`src/rtl/stream_mux_rr_if.sv`:
```
// rtl/stream_mux_rr_if.sv - producer/consumer handshake bundle for stream_mux_rr (in_last only with STREAM_MUX_RR_LOCK_EN)
interface stream_mux_rr_if #(
  parameter int N = 4,
  parameter int W = 8
) ();
  localparam int SW = $clog2(N);

  logic [N-1:0]   in_valid;
  logic [N*W-1:0] in_data;
  logic [N-1:0]   in_ready;
`ifdef STREAM_MUX_RR_LOCK_EN
  logic [N-1:0]   in_last;
`endif
  logic           out_valid;
  logic [W-1:0]   out_data;
  logic [SW-1:0]  out_sel;
  logic           out_ready;

  modport master (
    output in_valid, in_data,
`ifdef STREAM_MUX_RR_LOCK_EN
    output in_last,
`endif
    output out_ready,
    input  in_ready, out_valid, out_data, out_sel
  );

  modport slave (
    input  in_valid, in_data,
`ifdef STREAM_MUX_RR_LOCK_EN
    input  in_last,
`endif
    input  out_ready,
    output in_ready, out_valid, out_data, out_sel
  );
endinterface

```
`src/rtl/stream_mux_rr.sv`:
```
// rtl/stream_mux_rr.sv - N-input round-robin stream mux with one registered output stage
// Packet locking on in_last is built only when STREAM_MUX_RR_LOCK_EN is defined.
module stream_mux_rr #(
  parameter int N = 4,
  parameter int W = 8
) (
  input  logic           clk,
  input  logic           rst,
  stream_mux_rr_if.slave bus
);
  localparam int SW = $clog2(N);

  logic [SW-1:0] ptr_q, ptr_d;
  logic [SW-1:0] sel_q, sel_d;
  logic [W-1:0]  data_q, data_d;
  logic          valid_q, valid_d;
  logic [SW-1:0] grant;
  logic          req;
  logic          load;
  logic          accept;
  logic [N-1:0]  ready;

`ifdef STREAM_MUX_RR_LOCK_EN
  typedef enum logic {ST_OPEN, ST_LOCKED} lock_state_e;
  lock_state_e   state_q, state_d;
  logic [SW-1:0] lock_ch_q, lock_ch_d;
`endif

  function automatic logic [SW-1:0] next_ch(input logic [SW-1:0] ch);
    return (ch == SW'(N - 1)) ? '0 : ch + SW'(1);
  endfunction

  // Scan from the farthest slot back to ptr so the nearest requester is written last.
  always_comb begin
    int idx;
    idx   = 0;
    grant = ptr_q;
    req   = 1'b0;
    for (int k = N - 1; k >= 0; k--) begin
      idx = int'(ptr_q) + k;
      if (idx >= N) idx = idx - N;
      if (bus.in_valid[idx]) begin
        grant = SW'(idx);
        req   = 1'b1;
      end
    end
`ifdef STREAM_MUX_RR_LOCK_EN
    if (state_q == ST_LOCKED) begin
      grant = lock_ch_q;
      req   = bus.in_valid[lock_ch_q];
    end
`endif
  end

  assign load   = !valid_q || bus.out_ready;
  assign accept = !rst && load && req;

  always_comb begin
    ready = '0;
    if (accept) ready[grant] = 1'b1;
  end

  always_comb begin
    valid_d = valid_q;
    data_d  = data_q;
    sel_d   = sel_q;
    ptr_d   = ptr_q;
`ifdef STREAM_MUX_RR_LOCK_EN
    state_d   = state_q;
    lock_ch_d = lock_ch_q;
`endif
    if (accept) begin
      valid_d = 1'b1;
      data_d  = bus.in_data[int'(grant)*W +: W];
      sel_d   = grant;
`ifdef STREAM_MUX_RR_LOCK_EN
      // ptr stays put for the whole packet and only moves past g on its last beat.
      if (!bus.in_last[grant]) begin
        state_d   = ST_LOCKED;
        lock_ch_d = grant;
      end else begin
        state_d = ST_OPEN;
        ptr_d   = next_ch(grant);
      end
`else
      ptr_d = next_ch(grant);
`endif
    end else if (bus.out_ready) begin
      valid_d = 1'b0;
    end
  end

  always_ff @(posedge clk) begin
    if (rst) begin
      valid_q <= 1'b0;
      data_q  <= '0;
      sel_q   <= '0;
      ptr_q   <= '0;
`ifdef STREAM_MUX_RR_LOCK_EN
      state_q   <= ST_OPEN;
      lock_ch_q <= '0;
`endif
    end else begin
      valid_q <= valid_d;
      data_q  <= data_d;
      sel_q   <= sel_d;
      ptr_q   <= ptr_d;
`ifdef STREAM_MUX_RR_LOCK_EN
      state_q   <= state_d;
      lock_ch_q <= lock_ch_d;
`endif
    end
  end

  assign bus.in_ready  = ready;
  assign bus.out_valid = valid_q;
  assign bus.out_data  = data_q;
  assign bus.out_sel   = sel_q;
endmodule

```
`src/flat_wrapper.sv`:
```
// flat-port wrapper written by rule: the top's interface ports become plain ports
module stream_mux_rr_flat 
#(
  parameter int N = 4,
  parameter int W = 8
)
  (clk, rst, bus_in_valid, bus_in_data, bus_out_ready, bus_in_ready, bus_out_valid, bus_out_data, bus_out_sel);
  stream_mux_rr_if #(.N(N), .W(W)) bus_i ();
  input  logic clk;
  input  logic rst;
  input wire logic [$bits(bus_i.in_valid)-1:0] bus_in_valid;
  input wire logic [$bits(bus_i.in_data)-1:0] bus_in_data;
  input wire logic [$bits(bus_i.out_ready)-1:0] bus_out_ready;
  output wire logic [$bits(bus_i.in_ready)-1:0] bus_in_ready;
  output wire logic [$bits(bus_i.out_valid)-1:0] bus_out_valid;
  output wire logic [$bits(bus_i.out_data)-1:0] bus_out_data;
  output wire logic [$bits(bus_i.out_sel)-1:0] bus_out_sel;
  assign bus_i.in_valid = bus_in_valid;
  assign bus_i.in_data = bus_in_data;
  assign bus_i.out_ready = bus_out_ready;
  assign bus_in_ready = bus_i.in_ready;
  assign bus_out_valid = bus_i.out_valid;
  assign bus_out_data = bus_i.out_data;
  assign bus_out_sel = bus_i.out_sel;
  stream_mux_rr #(.N(N), .W(W)) u_core (.clk(clk), .rst(rst), .bus(bus_i));
endmodule
```
`config.mk`:
```
export PLATFORM = sky130hd
export DESIGN_NAME = stream_mux_rr_flat
export DESIGN_NICKNAME = d
export VERILOG_FILES = /design/src/rtl/stream_mux_rr_if.sv /design/src/rtl/stream_mux_rr.sv /design/src/flat_wrapper.sv
export SDC_FILE = /design/constraint.sdc
export NUM_CORES = 1
export LEC_CHECK = 0
export CAP_MARGIN = 20
export CORE_MARGIN = 2
export CORE_UTILIZATION = 34
export CTS_CLUSTER_SIZE = 40
export DETAILED_ROUTE_END_ITERATION = 8
export PLACE_DENSITY = 0.82
export SLEW_MARGIN = 25
export SYNTH_ARGS = -nofsm -noshare
export SYNTH_HDL_FRONTEND = slang
export SYNTH_SLANG_ARGS = --single-unit
```
`constraint.sdc`:
```
create_clock -name clk -period 2 [get_ports clk]
set_clock_uncertainty 0.15 [all_clocks]
set_input_delay 0.4 -clock clk [delete_from_list [all_inputs] [get_ports clk]]
set_output_delay 0.4 -clock clk [all_outputs]
set_load 0.02 [all_outputs]
```
* Word level (Yosys, flattened, before mapping)
Cells that the tools add are included.
** Storage, ports and cells
- Word-level logic and storage cells :: 61
- Register bits :: 13
- Latch bits :: 0
- Memories kept :: 0
- Output and inout bits :: 15
- Bits in read-only memories :: 0
- Input port bits :: 39
- RAM bits :: 0
** Cells by class
- Shift operators :: 1
- Multiply operators :: 0
- Reduce and logical (&&, ||, !) cells :: 7
- Add/sub/neg operators :: 8
- Bitwise operators :: 0
- $lt $le $gt $ge :: 10
- Equality and inequality tests :: 1
- Multiplexer cells :: 30
- Divide/modulo/power cells :: 0
** Operators by type and width (number)
- $lt 32x4->1 const B :: 4
- $mux 32 :: 4
- $ge 32x4->1 const B :: 3
- $sub 32x4->32 const B :: 3
- $shiftx 32x6->8 :: 1
- $mux 1 :: 15
- $mux 2 :: 5
- $bmux 1 s2 :: 4
- $add 2x2->3 const B :: 2
- $mux 4 :: 1
- $sub 2x3->4 const B :: 1
- $add 2x1->3 const B :: 1
- $ge 2x3->1 const B :: 1
- $logic_and 1x1->1 :: 3
- $lt 2x3->1 const B :: 1
- $add 2x1->2 const B :: 1
- $demux 1 s2 :: 1
- $eq 2x2->1 const B :: 1
- $ge 2x1->1 const B :: 1
- $logic_not 1->1 :: 2
- $reduce_bool 2->1 :: 1
- $logic_or 1x1->1 :: 1

* Depth between registers and ports, before layout
- Word-level depth :: 15
- Gate-level depth with buffers :: 6
- Gate-level depth less buffers :: 5

* Least setup slack after synthesis
Ideal clock, no wire load.
- Path kind :: input port to output port
- Start point :: input port bus_in_valid[2]
- End point :: output port bus_in_ready[0]
- Stages :: 6
- Path buffers :: 1
- Required time :: 1450 ps
- Data arrival time :: 1607 ps
- Setup slack :: -157 ps
- Cell sequence :: nor3b_1 a31oi_1 a31oi_1 or3b_1 buf_2 nor2_1
** On the way
- Cells in the longest elaborated chain, start to end :: 12
- Elaborated cells on any way between the ends :: 27
- Those cells by class :: 2 x order compare; 23 x mux; 2 x reduce/logical
** RTL lines
- start: declaration :: RTL line flat_wrapper.sv:11 : input wire logic [$bits(bus_i.in_valid)-1:0] bus_in_valid;
- $bmux 1 s2 :: RTL line stream_mux_rr.sv:42 : if (bus.in_valid[idx]) begin
- $mux 1 (implied by the code) (2 in a row) :: RTL line stream_mux_rr.sv:42
- $mux 2 (4 in a row) :: RTL line stream_mux_rr.sv:42
- $lt 2x3->1 (implied by the code) or $ge 2x1->1 (tied branches) :: RTL line stream_mux_rr.sv:60 : if (accept) ready[grant] = 1'b1;
- $logic_and 1x1->1 (implied by the code) :: RTL line stream_mux_rr.sv:60
- $mux 1 (implied by the code) :: RTL line stream_mux_rr.sv:60
- $demux 1 s2
- $mux 4 (*) :: RTL line stream_mux_rr.sv:60
- end: declaration :: RTL line flat_wrapper.sv:14 : output wire logic [$bits(bus_i.in_ready)-1:0] bus_in_ready;
Every way passes the cells marked *; elsewhere a longest branch is shown, timed or not. The select of a mux whose other input is x is not followed.

* Worst setup path after layout
- Start point :: register u_core.ptr_q[1]
- End point :: output port bus_in_ready[0]
** On the way
- Cells in the longest elaborated chain, start to end :: 15
- Elaborated cells on any way between the ends :: 42
- Those cells by class :: 7 x add/sub; 6 x order compare; 27 x mux; 2 x reduce/logical
** RTL lines
- start: declaration :: RTL line stream_mux_rr.sv:13 : logic [SW-1:0] ptr_q, ptr_d;
- start signal: assignment :: RTL line stream_mux_rr.sv:107 : ptr_q <= ptr_d;
- $add 2x2->3 :: RTL line stream_mux_rr.sv:40 : idx = int'(ptr_q) + k;
- $sub 32x4->32 or $ge 32x4->1 (tied branches) :: RTL line stream_mux_rr.sv:41 : if (idx >= N) idx = idx - N;
- $mux 32 :: RTL line stream_mux_rr.sv:41
- $bmux 1 s2 :: RTL line stream_mux_rr.sv:42
- $mux 1 (implied by the code) (2 in a row) :: RTL line stream_mux_rr.sv:42
- $mux 2 (4 in a row) :: RTL line stream_mux_rr.sv:42
- $lt 2x3->1 (implied by the code) or $ge 2x1->1 (tied branches) :: RTL line stream_mux_rr.sv:60
- $logic_and 1x1->1 (implied by the code) :: RTL line stream_mux_rr.sv:60
- $mux 1 (implied by the code) :: RTL line stream_mux_rr.sv:60
- $demux 1 s2
- $mux 4 (*) :: RTL line stream_mux_rr.sv:60
Marks and branches as above.

==> flow_results.org <==
** Outcome
- The flow ran to the end, but the final reports show violations.
- Violated checks :: negative setup slack

** Drt
- Routed via count :: 957
- In this run the remaining antenna-violating nets after routing total 0.
- Total Wirelength :: 2810 um
- Number of DRC markers after the initial detailed-route iteration :: 13
- After detailed routing, the number of remaining DRC violations is 0.
- Per-cell routed wire length :: 14.6 um
- Via density per instance :: approximately 5.0
- The first detailed-routing pass took 4 iterations.

** Cells and area
- Leaving out fill and tap cells, the most frequent cell in the layout is clkdlybuf4s50_1.
- Measured on the finished design, the core utilization comes to 0.753.
- After filler insertion, the fill cell instance count of the layout stands at 168.
- Layout overhead on the synthesized area :: 115%
- Total number of nets in the final design :: 205
- The repair_antennas step left the layout with diodes totalling 0.
- Most frequent cells in the layout :: clkdlybuf4s50_1, buf_4, mux2i_1
- Once layout is done, the placed cells without fillers occupy 1620 um2.
- In the final layout, the share of cells above drive strength 1 is 0.339.

** Worst setup path
- Data required time of the critical path :: around 1.5 ns
- In this run the worst path has a maximum fanout of 3.
- Kind of launch point of the worst setup path :: flip-flop
- Measured in cells, the most critical reg-to-reg path has a length of 8.
- The endpoint identified for the worst register-to-register timing path is u_core.bus.out_data[7].
- Setup slack on the worst reg-to-reg path comes out at 0.02 ns.
- STA classifies the critical path endpoint as an output pin.
- Critical path class :: reg -> out
- In this run the critical register-to-register path is launched from u_core.ptr_q[1].
- Critical path data arrival time :: ~1.6 ns

** Clock tree
- Clock tree synthesis inserted a total of 3 buffers.
- Root Driver :: clkbuf_4
- TritonCTS clock tree :: done
- After clock tree synthesis, the clock-pin slew on the worst setup and hold paths is 0.08 ns.
- CTS H-Tree Depth :: 1
- In this run the deepest clock path goes through 2 buffers.
- For this design, the sink count on the clock tree is 13.
- After clock tree synthesis, the flow added hold-fix buffers numbering 0.
- The later pin in the worst-skew pair is clocked with a latency of 0.28 ns.

** Timing
- The final number of hold-violating endpoints came to 0.
- Final Critical Period :: about 2.2 ns
- Headroom to the max-slew limit came out at 0.832.
- Dividing the final minimum period by the clock period gives 1.09.
- Once routing completed, OpenROAD measured the worst setup slack at -0.188 ns.
- Derived from the worst setup path, the maximum achievable clock frequency is 457 MHz.
- Hold is met by between 0.3 and 0.4 ns.
- Setup violations remaining at the end of the flow were counted as 4.
- RSZ-0062 raised after global routing :: yes
- The max-slew violation count was 0.
- At the pin with the least slew margin, the transition time is 0.249 ns.

** GRT
- Total overflow reported by the global router :: 0
- The first global-routing pass estimated 4210 um of wire.
- GRT Overall Usage :: 0.216
- The number of global-route vias before repair was 995.
- Pin count of the biggest net entering global routing :: 14
- The number of antenna violations at the first check in global routing came to 0.

** Floorplan
- The floorplan step defined a die boundary enclosing 2600 um2.
- The die is 51.0 um tall.
- Core Region :: 2150 um2
- I/O pin total :: 54
- Measured along the x axis, the die boundary spans 51.0 um.
- Starting utilization of the core area :: 0.350
- The floorplan has 17 rows.

** Pwr
- IR drop worst, VDD :: 490 uV
- For this design the ratio of total power to cell area is 663 nW/um2.
- Total power after layout :: 1.07 mW
- Summed over all cells, the static leakage comes to 0.682 nW.

** Hold path
- Startpoint of the tightest hold check path :: u_core.bus.out_data[3]
- The worst hold path passes through 2 cells.
- For hold timing, the worst endpoint is u_core.bus.out_data[3].
- Hold Path Class :: reg -> reg

** Place
- Number of port buffers :: 53
- Summed over all nets, the half-perimeter wirelength after detailed placement is 2210 um.
- DP Area :: 1460 um2
- At the end of routability-driven placement, the weighted congestion stood at 0.723.

** Synthesis
- Number of standard cells after synthesis :: 85
- Post-synth net total :: 124
- Yosys warns :: 0
- The synthesized netlist contains 20 unique library cells.
- Average cell area after synthesis :: about 9 um2
- Flip-flop and latch count after synthesis :: 13
- After synthesis the cells add up to 752 um2.
- Sequential element share of the synthesized area :: 0.346

** Run
- The tool flagged a number of max-cap violations equal to 0.
## cell type report
cell class / count / area [um2] / share of cell area
Tap cell: 28 / 35.0 / 0.0217
Sequential cell: 13 / 263 / 0.162
Timing Repair Buffer: 79 / 731 / 0.452
Clock buffer: 4 / 26.3 / 0.0162
Inverter: 5 / 18.8 / 0.0116
Multi-Input combinational cell: 64 / 544 / 0.336
## critical path, stage by stage (launching register included)
cell	delay, ns
dfxtp_2	0.35
buf_4	0.14
buf_4	0.15
a21oi_2	0.15
a211oi_4	0.06
buf_4	0.15
buf_4	0.14
nor2_4	0.10
buf_6	0.12
## kinds of logic (layout without fill, tap and decap cells)
logic type,count (synthesis),after routing,synth area share
simple gates,26,26,0.160
flops,13,13,0.346
mux,18,18,0.240
xor+xnor,1,1,0.0116
compound gates,19,19,0.195
buf+inv,8,88,0.0483
## Yosys cell counts
library cell | instances | area (um2)
buf_4 | 1 | 7.51
dfxtp_1 | 13 | 260
mux2i_1 | 18 | 180
nand2_1 | 9 | 33.8
nor2_1 | 10 | 37.5
a31oi_1 | 2 | 12.5
nand3b_1 | 1 | 7.51
inv_1 | 5 | 18.8
a21oi_1 | 3 | 15.0
or3b_1 | 1 | 8.76
buf_2 | 2 | 10.0
a211oi_1 | 3 | 22.5
nand2b_1 | 3 | 18.8
a211oi_2 | 1 | 12.5
o221ai_1 | 8 | 70.1
a21oi_2 | 1 | 8.76
xnor2_1 | 1 | 8.76
nor4_1 | 1 | 6.26
nor3b_1 | 1 | 7.51
o21ai_1 | 1 | 5.00
## worst max path at each step
stage                    start               to  slack (ns)  cells after the start
2_1_floorplan  bus_in_valid[2]  bus_in_ready[0]       -0.02                      6
3_3_place_gp   bus_in_valid[1]  bus_in_ready[0]       -1.01                      7
3_5_place_dp   bus_in_valid[0]  bus_in_ready[0]       -1.04                      7
4_1_cts        u_core.ptr_q[1]  bus_in_ready[0]       -0.18                      6
5_1_grt        u_core.ptr_q[1]  bus_in_ready[3]       -0.27                      7
6_report       u_core.ptr_q[1]  bus_in_ready[0]       -0.19                      8
## registers in the layout, indices dropped and copies added, names as in the netlist
| name | cells |
|---|---|
| u_core.bus.out_valid | 1 |
| u_core.bus.out_sel | 2 |
| u_core.bus.out_data | 8 |
| u_core.ptr_q | 2 |
## through the flow
stage	std cells	setup slack [ns]	setup TNS, ns
detailed placement	181	-1.04	-9.44
CTS	191	-0.184	-0.702
global route	193	-0.269	-1.06
finish	193	-0.188	-0.715
global placement	181	-1.01	-8.34
floorplan	85	-0.0245	-0.0268
## power by group
part           internal [mW]  switching, mW  total (mW)
Combinational          0.328          0.255       0.582
Sequential             0.302         0.0253       0.328
Clock                 0.0774         0.0863       0.164
## timing repair
action                     4_1_cts  5_1_grt
gates resized for setup         55        5
setup endpoints to repair       14        7
pin swaps                       10        5
buffers inserted                 7        2
## per-layer routing
| metal | vias to the layer above | part of all wire | global-route usage |
|---|---|---|---|
| met5 | - | 0 | 0 |
| met4 | 0 | 0.016 | 0.0811 |
| met3 | 4 | 0.029 | 0.0497 |
| met2 | 24 | 0.57 | 0.422 |
| met1 | 457 | 0.38 | 0.218 |
| li1 | 472 | - | - |
(Power assumes the default switching activity.)
